## src/rtl/proc_scheduler_if.sv

```systemverilog
// proc_scheduler_if: ControlUnit/ProgramCounter-facing signals of proc_scheduler.
interface proc_scheduler_if #(
  parameter int NUM_PROCS = 4,
  parameter int PC_WIDTH  = 32
);
  localparam int IW = $clog2(NUM_PROCS);
  logic                 halt_i;
  logic [PC_WIDTH-1:0]  pc_curr_i;
  logic                 start_i;
  logic [IW-1:0]        start_id_i;
  logic [PC_WIDTH-1:0]  start_pc_i;
  logic                 yield_i;
  logic                 end_proc_i;
  logic [PC_WIDTH-1:0]  pc_new_o;
  logic                 pc_load_o;
  logic [IW-1:0]        curr_proc_o;
  logic                 enable_so_o;
  logic                 switch_busy_o;
  logic [NUM_PROCS-1:0] active_mask_o;
  modport slave (
    input  halt_i, pc_curr_i, start_i, start_id_i, start_pc_i, yield_i, end_proc_i,
    output pc_new_o, pc_load_o, curr_proc_o, enable_so_o, switch_busy_o, active_mask_o
  );
  modport master (
    output halt_i, pc_curr_i, start_i, start_id_i, start_pc_i, yield_i, end_proc_i,
    input  pc_new_o, pc_load_o, curr_proc_o, enable_so_o, switch_busy_o, active_mask_o
  );
endinterface

```

## src/rtl/proc_scheduler.sv

```systemverilog
// proc_scheduler: round-robin scheduler over NUM_PROCS saved-PC slots.
// Define SCHED_PREEMPT_EN for quantum-based preemption; otherwise cooperative only.
module proc_scheduler #(
  parameter int                  NUM_PROCS = 4,
  parameter int                  PC_WIDTH  = 32,
  parameter int                  QUANTUM   = 16,
  parameter logic [PC_WIDTH-1:0] KERNEL_PC = '0
) (
  input logic             clk_i,
  input logic             rst_i,
  proc_scheduler_if.slave sch
);
  localparam int IW = $clog2(NUM_PROCS);
  typedef enum logic [2:0] {IDLE, RUN, SAVE, SELECT, RESTORE} state_e;
  state_e               state_q;
  logic [PC_WIDTH-1:0]  saved_q [NUM_PROCS];
  logic [NUM_PROCS-1:0] active_q, active_d;
  logic [IW-1:0]        curr_q, next_slot, j;
  logic [PC_WIDTH-1:0]  pc_new_q;
  logic                 pc_load_q, enable_so_q, start_ok, end_ok;
`ifdef SCHED_PREEMPT_EN
  localparam int CW = $clog2(QUANTUM);
  logic [CW-1:0] count_q;
`else
  logic unused_ok;
  assign unused_ok = ^{sch.halt_i, QUANTUM};
`endif
  // the running slot cannot be reloaded underneath itself
  assign start_ok = sch.start_i && !(state_q == RUN && sch.start_id_i == curr_q);
  assign end_ok   = state_q == RUN && sch.end_proc_i;
  always_comb begin
    active_d = active_q;
    if (start_ok) active_d[sch.start_id_i] = 1'b1;
    if (end_ok) active_d[curr_q] = 1'b0;
  end
  // descending scan so the nearest successor of curr_q wins; curr_q itself is last
  always_comb begin
    next_slot = curr_q;
    j = '0;
    for (int i = NUM_PROCS; i >= 1; i--) begin
      j = IW'((32'(curr_q) + i) % NUM_PROCS);
      if (active_q[j]) next_slot = j;
    end
  end
  always_ff @(posedge clk_i or posedge rst_i) begin
    if (rst_i) begin
      state_q     <= IDLE;
      active_q    <= '0;
      curr_q      <= '0;
      pc_new_q    <= KERNEL_PC;
      pc_load_q   <= 1'b0;
      enable_so_q <= 1'b1;
      for (int i = 0; i < NUM_PROCS; i++) saved_q[i] <= '0;
`ifdef SCHED_PREEMPT_EN
      count_q     <= '0;
`endif
    end else begin
      active_q  <= active_d;
      pc_load_q <= 1'b0;
      if (start_ok) saved_q[sch.start_id_i] <= sch.start_pc_i;
      case (state_q)
        IDLE: if (|active_q) state_q <= SELECT;
        RUN: begin
`ifdef SCHED_PREEMPT_EN
          if (!sch.halt_i) count_q <= count_q + 1'b1;
`endif
          if (sch.end_proc_i) state_q <= SELECT;
          else if (sch.yield_i) begin
            saved_q[curr_q] <= sch.pc_curr_i + 1'b1;
            state_q         <= SAVE;
          end
`ifdef SCHED_PREEMPT_EN
          else if (!sch.halt_i && count_q == CW'(QUANTUM - 1)) begin
            saved_q[curr_q] <= sch.pc_curr_i;
            state_q         <= SAVE;
          end
`endif
        end
        SAVE: state_q <= SELECT;
        SELECT: begin
          pc_load_q <= 1'b1;
          if (|active_q) begin
            state_q     <= RESTORE;
            pc_new_q    <= saved_q[next_slot];
            curr_q      <= next_slot;
            enable_so_q <= 1'b0;
`ifdef SCHED_PREEMPT_EN
            count_q     <= '0;
`endif
          end else begin
            state_q     <= IDLE;
            pc_new_q    <= KERNEL_PC;
            enable_so_q <= 1'b1;
          end
        end
        RESTORE: state_q <= RUN;
        default: state_q <= IDLE;
      endcase
    end
  end
  assign sch.pc_new_o      = pc_new_q;
  assign sch.pc_load_o     = pc_load_q;
  assign sch.curr_proc_o   = curr_q;
  assign sch.enable_so_o   = enable_so_q;
  assign sch.switch_busy_o = state_q inside {SAVE, SELECT, RESTORE};
  assign sch.active_mask_o = active_q;
endmodule

```

## src/flat_wrapper.sv

```systemverilog
// flat-port wrapper written by rule: the top's interface ports become plain ports
module proc_scheduler_flat 
#(
  parameter int                  NUM_PROCS = 4,
  parameter int                  PC_WIDTH  = 32,
  parameter int                  QUANTUM   = 16,
  parameter logic [PC_WIDTH-1:0] KERNEL_PC = '0
)
  (clk_i, rst_i, sch_halt_i, sch_pc_curr_i, sch_start_i, sch_start_id_i, sch_start_pc_i, sch_yield_i, sch_end_proc_i, sch_pc_new_o, sch_pc_load_o, sch_curr_proc_o, sch_enable_so_o, sch_switch_busy_o, sch_active_mask_o);
  proc_scheduler_if #(.NUM_PROCS(NUM_PROCS), .PC_WIDTH(PC_WIDTH)) sch_i ();
  input logic clk_i;
  input logic rst_i;
  input wire logic [$bits(sch_i.halt_i)-1:0] sch_halt_i;
  input wire logic [$bits(sch_i.pc_curr_i)-1:0] sch_pc_curr_i;
  input wire logic [$bits(sch_i.start_i)-1:0] sch_start_i;
  input wire logic [$bits(sch_i.start_id_i)-1:0] sch_start_id_i;
  input wire logic [$bits(sch_i.start_pc_i)-1:0] sch_start_pc_i;
  input wire logic [$bits(sch_i.yield_i)-1:0] sch_yield_i;
  input wire logic [$bits(sch_i.end_proc_i)-1:0] sch_end_proc_i;
  output wire logic [$bits(sch_i.pc_new_o)-1:0] sch_pc_new_o;
  output wire logic [$bits(sch_i.pc_load_o)-1:0] sch_pc_load_o;
  output wire logic [$bits(sch_i.curr_proc_o)-1:0] sch_curr_proc_o;
  output wire logic [$bits(sch_i.enable_so_o)-1:0] sch_enable_so_o;
  output wire logic [$bits(sch_i.switch_busy_o)-1:0] sch_switch_busy_o;
  output wire logic [$bits(sch_i.active_mask_o)-1:0] sch_active_mask_o;
  assign sch_i.halt_i = sch_halt_i;
  assign sch_i.pc_curr_i = sch_pc_curr_i;
  assign sch_i.start_i = sch_start_i;
  assign sch_i.start_id_i = sch_start_id_i;
  assign sch_i.start_pc_i = sch_start_pc_i;
  assign sch_i.yield_i = sch_yield_i;
  assign sch_i.end_proc_i = sch_end_proc_i;
  assign sch_pc_new_o = sch_i.pc_new_o;
  assign sch_pc_load_o = sch_i.pc_load_o;
  assign sch_curr_proc_o = sch_i.curr_proc_o;
  assign sch_enable_so_o = sch_i.enable_so_o;
  assign sch_switch_busy_o = sch_i.switch_busy_o;
  assign sch_active_mask_o = sch_i.active_mask_o;
  proc_scheduler #(.NUM_PROCS(NUM_PROCS), .PC_WIDTH(PC_WIDTH), .QUANTUM(QUANTUM), .KERNEL_PC(KERNEL_PC)) u_core (.clk_i(clk_i), .rst_i(rst_i), .sch(sch_i));
endmodule
```

## config.mk

```make
export PLATFORM = sky130hd
export DESIGN_NAME = proc_scheduler_flat
export DESIGN_NICKNAME = d
export VERILOG_FILES = /design/src/rtl/proc_scheduler_if.sv /design/src/rtl/proc_scheduler.sv /design/src/flat_wrapper.sv
export SDC_FILE = /design/constraint.sdc
export NUM_CORES = 1
export LEC_CHECK = 0
export CAP_MARGIN = 20
export CORE_MARGIN = 4
export CORE_UTILIZATION = 51
export CTS_BUF_LIST = sky130_fd_sc_hd__clkbuf_16
export CTS_CLUSTER_DIAMETER = 200
export CTS_CLUSTER_SIZE = 25
export DETAILED_ROUTE_END_ITERATION = 10
export PLACE_DENSITY = 0.78
export SYNTH_ARGS = -nofsm -noshare
export SYNTH_HDL_FRONTEND = slang
export SYNTH_SLANG_ARGS = --single-unit
export TNS_END_PERCENT = 50
```

## constraint.sdc

```tcl
create_clock -name clk_i -period 6.2 [get_ports clk_i]
set_clock_uncertainty 0.1 [all_clocks]
set_input_delay 1.24 -clock clk_i [delete_from_list [all_inputs] [get_ports clk_i]]
set_output_delay 1.24 -clock clk_i [all_outputs]
set_load 0.01 [all_outputs]
```

==> flow_summary.ini <==
[outcome]
outcome = finished clean

[clocking]
clock_tree.root_cell = clkbuf_16
clock_latency_ns = 0.43
clock_sink_count = 171
holdBufCountCts = 0
post_cts_resize_count = 0
cts.clk_slew.worst_paths_ns = 0.06
post-cts-setup-buffer-count = 0
htree_num_levels = 4
cts-buffers-inserted = 17
clock_tree_from_tritoncts = built
ctsLongestPathBuffers = 2

[placement]
port-buffer-count = 111
detailedPlacementHpwl_um = 14600
place_congestion = 0.805

[timing]
finalCritPeriodShare_pct = 65.9
fmax_mhz = 245
report.final.hold_viol_count = 0
slew_headroom_pct = 42.4
slew_viol_final = 0
timing.setup.tns_ns = 0
holdWs_ns = 0.402
crit_path_time_final_ns = 4.08
setup_viol_count_final = 0
worst_slew_pin_slew_ns = 0.864
rsz0062_at_grt = no

[route]
detail_route.first_pass.iterations = 5
dr_total_vias = 6942
routed_via_density = 5.79
drt_drc_violations_left = 0
detail_route.wl_per_cell_um = 19.3
routed_wirelength_um = 23200
final_antenna_net_count = 0
dr.first_iter.drc_count = 338

[synthesis]
synth_cells = 869
synth.avg_cell_area_um2 = 11.0
dominantRegCellSynth = dfrtp_1
yosysWarnings = 0
synthesis.nets = 946
yosysSeqAreaShare_pct = 44.8
synthDistinctLibCells = 52
synth-async-reset-ratio_pct = 100
synth_edf_count = 0
synthesis.area_mm2 = 0.00955
synth.ff_latch_count = 171

[critical_path]
path_common_cell = mux2i_1
worst-path-buf-inv = 2
cp.depth = 9
critical-path-slowest-cell = dfrtp_1
path_max_fanout = 32
critical-path-top-delay-family = multiplexers
timing.critical_path.required_ns = 6.42
slowest_delay_ns = 0.77
timing.critical_path.from_type = flip-flop
arrival_ns = 4.30
critical_path.cell_chain = inv_1 -> ha_1 -> or2b_1 -> a32o_1 -> mux2i_4 -> buf_4 -> mux2i_1 -> mux2i_1 -> a22o_1
critical_path.endpoint_type = flip-flop
crit_type = reg2reg
worst-r2r-cell-count = 9

[global_route]
grt_first_pass_wirelength_um = 37700
overflow = 0
antenna_found_initial = 0
global_routing_usage_summed_across_all_routing_layers_pct = 23.1
grt_start_max_net_pins = 96
first_global_vias = 7019

[floorplan]
fp-row-count = 49
core_area_mm2 = 0.0182
die_width_um = 145
floorplan.die_area_mm2 = 0.0210
initial_core_util_pct = 52.5
io_pins = 113
floorplan.die.height_um = 145

[pwr]
vdd.ir_drop.worst_uv = 397
p_per_area_mw_per_mm2 = 544
power.leakage_nw = 5.41

[cells_and_area]
mostFrequentLayoutCells = mux2i_1, dfrtp_1, clkdlybuf4s50_1, nor2_1, a21oi_1
nNetsFinal = 1035
register_area_mm2 = 0.00428
multiInputGateArea_mm2 = 0.00487
layout.cells.most_common = mux2i_1
syn2layout_area_growth_pct = 17.9
layout-drive-gt1-share_pct = 10.3
num_antenna_cells = 0
fillerInstances = 1482

[min_path]
worstHoldPathCells = 1
hp-class = reg2reg

[job]
max-cap-violations = 0
power breakdown:
part	switching [mW]	internal, mW	total, mW
clock	0.434	0.585	1.02
sequential	0.335	1.67	2.00
combinational	1.55	1.55	3.10
cell usage after synthesis, types with 2 or more instances:
master,instances,area (um2)
o21ai_1,5,25.0
a21oi_1,68,340
mux2_4,2,30.0
nor4_1,6,37.5
mux2i_1,227,2270
a22oi_1,2,15.0
a22o_1,32,280
buf_4,9,67.6
buf_12,6,120
nand4_1,7,43.8
o221ai_1,2,17.5
dfrtp_1,170,4250
nor2b_1,2,12.5
and2_1,2,12.5
xor2_1,16,140
nand2_1,58,218
nand3_1,10,50.1
clkbuf_1,24,90.1
buf_2,7,35.0
inv_1,11,41.3
and3_1,4,25.0
buf_6,9,101
o21ai_0,30,150
xnor2_1,14,123
ha_1,5,62.6
and4_1,2,17.5
nor2_1,75,282
mux2_2,36,405
nand4_4,2,42.5
nor3_1,4,20.0
stage by stage:
stage / power, mW / worst slack [ns] / utilization [%] / cells / cell area, um2
finish: 6.12 / 2.12 / 61.9 / 1200 / 11300
global route: 6.55 / 1.87 / 61.9 / 1200 / 11300
CTS: 6.15 / 2.17 / 61.9 / 1200 / 11300
detailed placement: 5.12 / 2.20 / 58.8 / 1168 / 10700
global placement: 5.03 / 2.22 / 58.8 / 1168 / 10700
floorplan: 4.50 / 0.230 / - / 869 / 9550
flip-flops by register name (all words and copies together) (netlist names):
name,flops
u_core.sch.curr_proc_o,2
u_core.sch.enable_so_o,1
u_core.sch.pc_new_o,32
u_core.sch.active_mask_o,4
u_core.sch.pc_load_o,1
u_core.state_q,3
u_core.saved_q,128
per-layer routing:
metal	vias up	wire [um]	GRT usage (%)
met3	32	952	4.24
met1	3443	10400	30.7
li1	3306	-	-
met4	0	500	7.12
met2	161	11400	38.7
met5	-	0	0
worst register-to-register path, delay by kind of cell, from the launching register on:
kind                     cells  cell delay [ns]
multiplexers                 3             1.04
buffers and inverters        2             0.86
flip-flops                   1             0.77
AO/OA/AOI/OAI                2             0.51
adder cells (fa/ha/maj)      1             0.42
AND/OR/NAND/NOR              1             0.28
path summary, 6_finish.rpt:
check | from | endpoint | slack (ns)
worst min register to register | u_core.sch.pc_new_o[29] | u_core.sch.pc_new_o[29] | 0.40
worst min-delay path | u_core.sch.pc_new_o[29] | u_core.sch.pc_new_o[29] | 0.40
min in group asynchronous | rst_i | u_core.sch.active_mask_o[1] | 1.29
max in group asynchronous | rst_i | u_core.saved_q[124] | 3.63
worst max register to register | u_core.sch.curr_proc_o[1] | u_core.sch.pc_new_o[23] | 2.12
worst max-delay path | u_core.sch.curr_proc_o[1] | u_core.sch.pc_new_o[23] | 2.12
cell type report:
type	instances	share of cell area (%)
Clock buffer	17	3.78
Timing Repair Buffer	126	10.9
Multi-Input combinational cell	631	43.2
Tap cell	229	2.54
Sequential cell	171	38.0
Inverter	11	0.411
Clock inverter	15	1.20
kinds of logic after synthesis:
logic type	synth area share (%)
AO/OA/AOI/OAI	9.80
XOR/XNOR	2.75
adder cells (fa/ha/maj)	0.655
buffers and inverters	4.81
flip-flops	44.8
multiplexers	28.3
AND/OR/NAND/NOR	8.85
(Power assumes the default switching activity.)
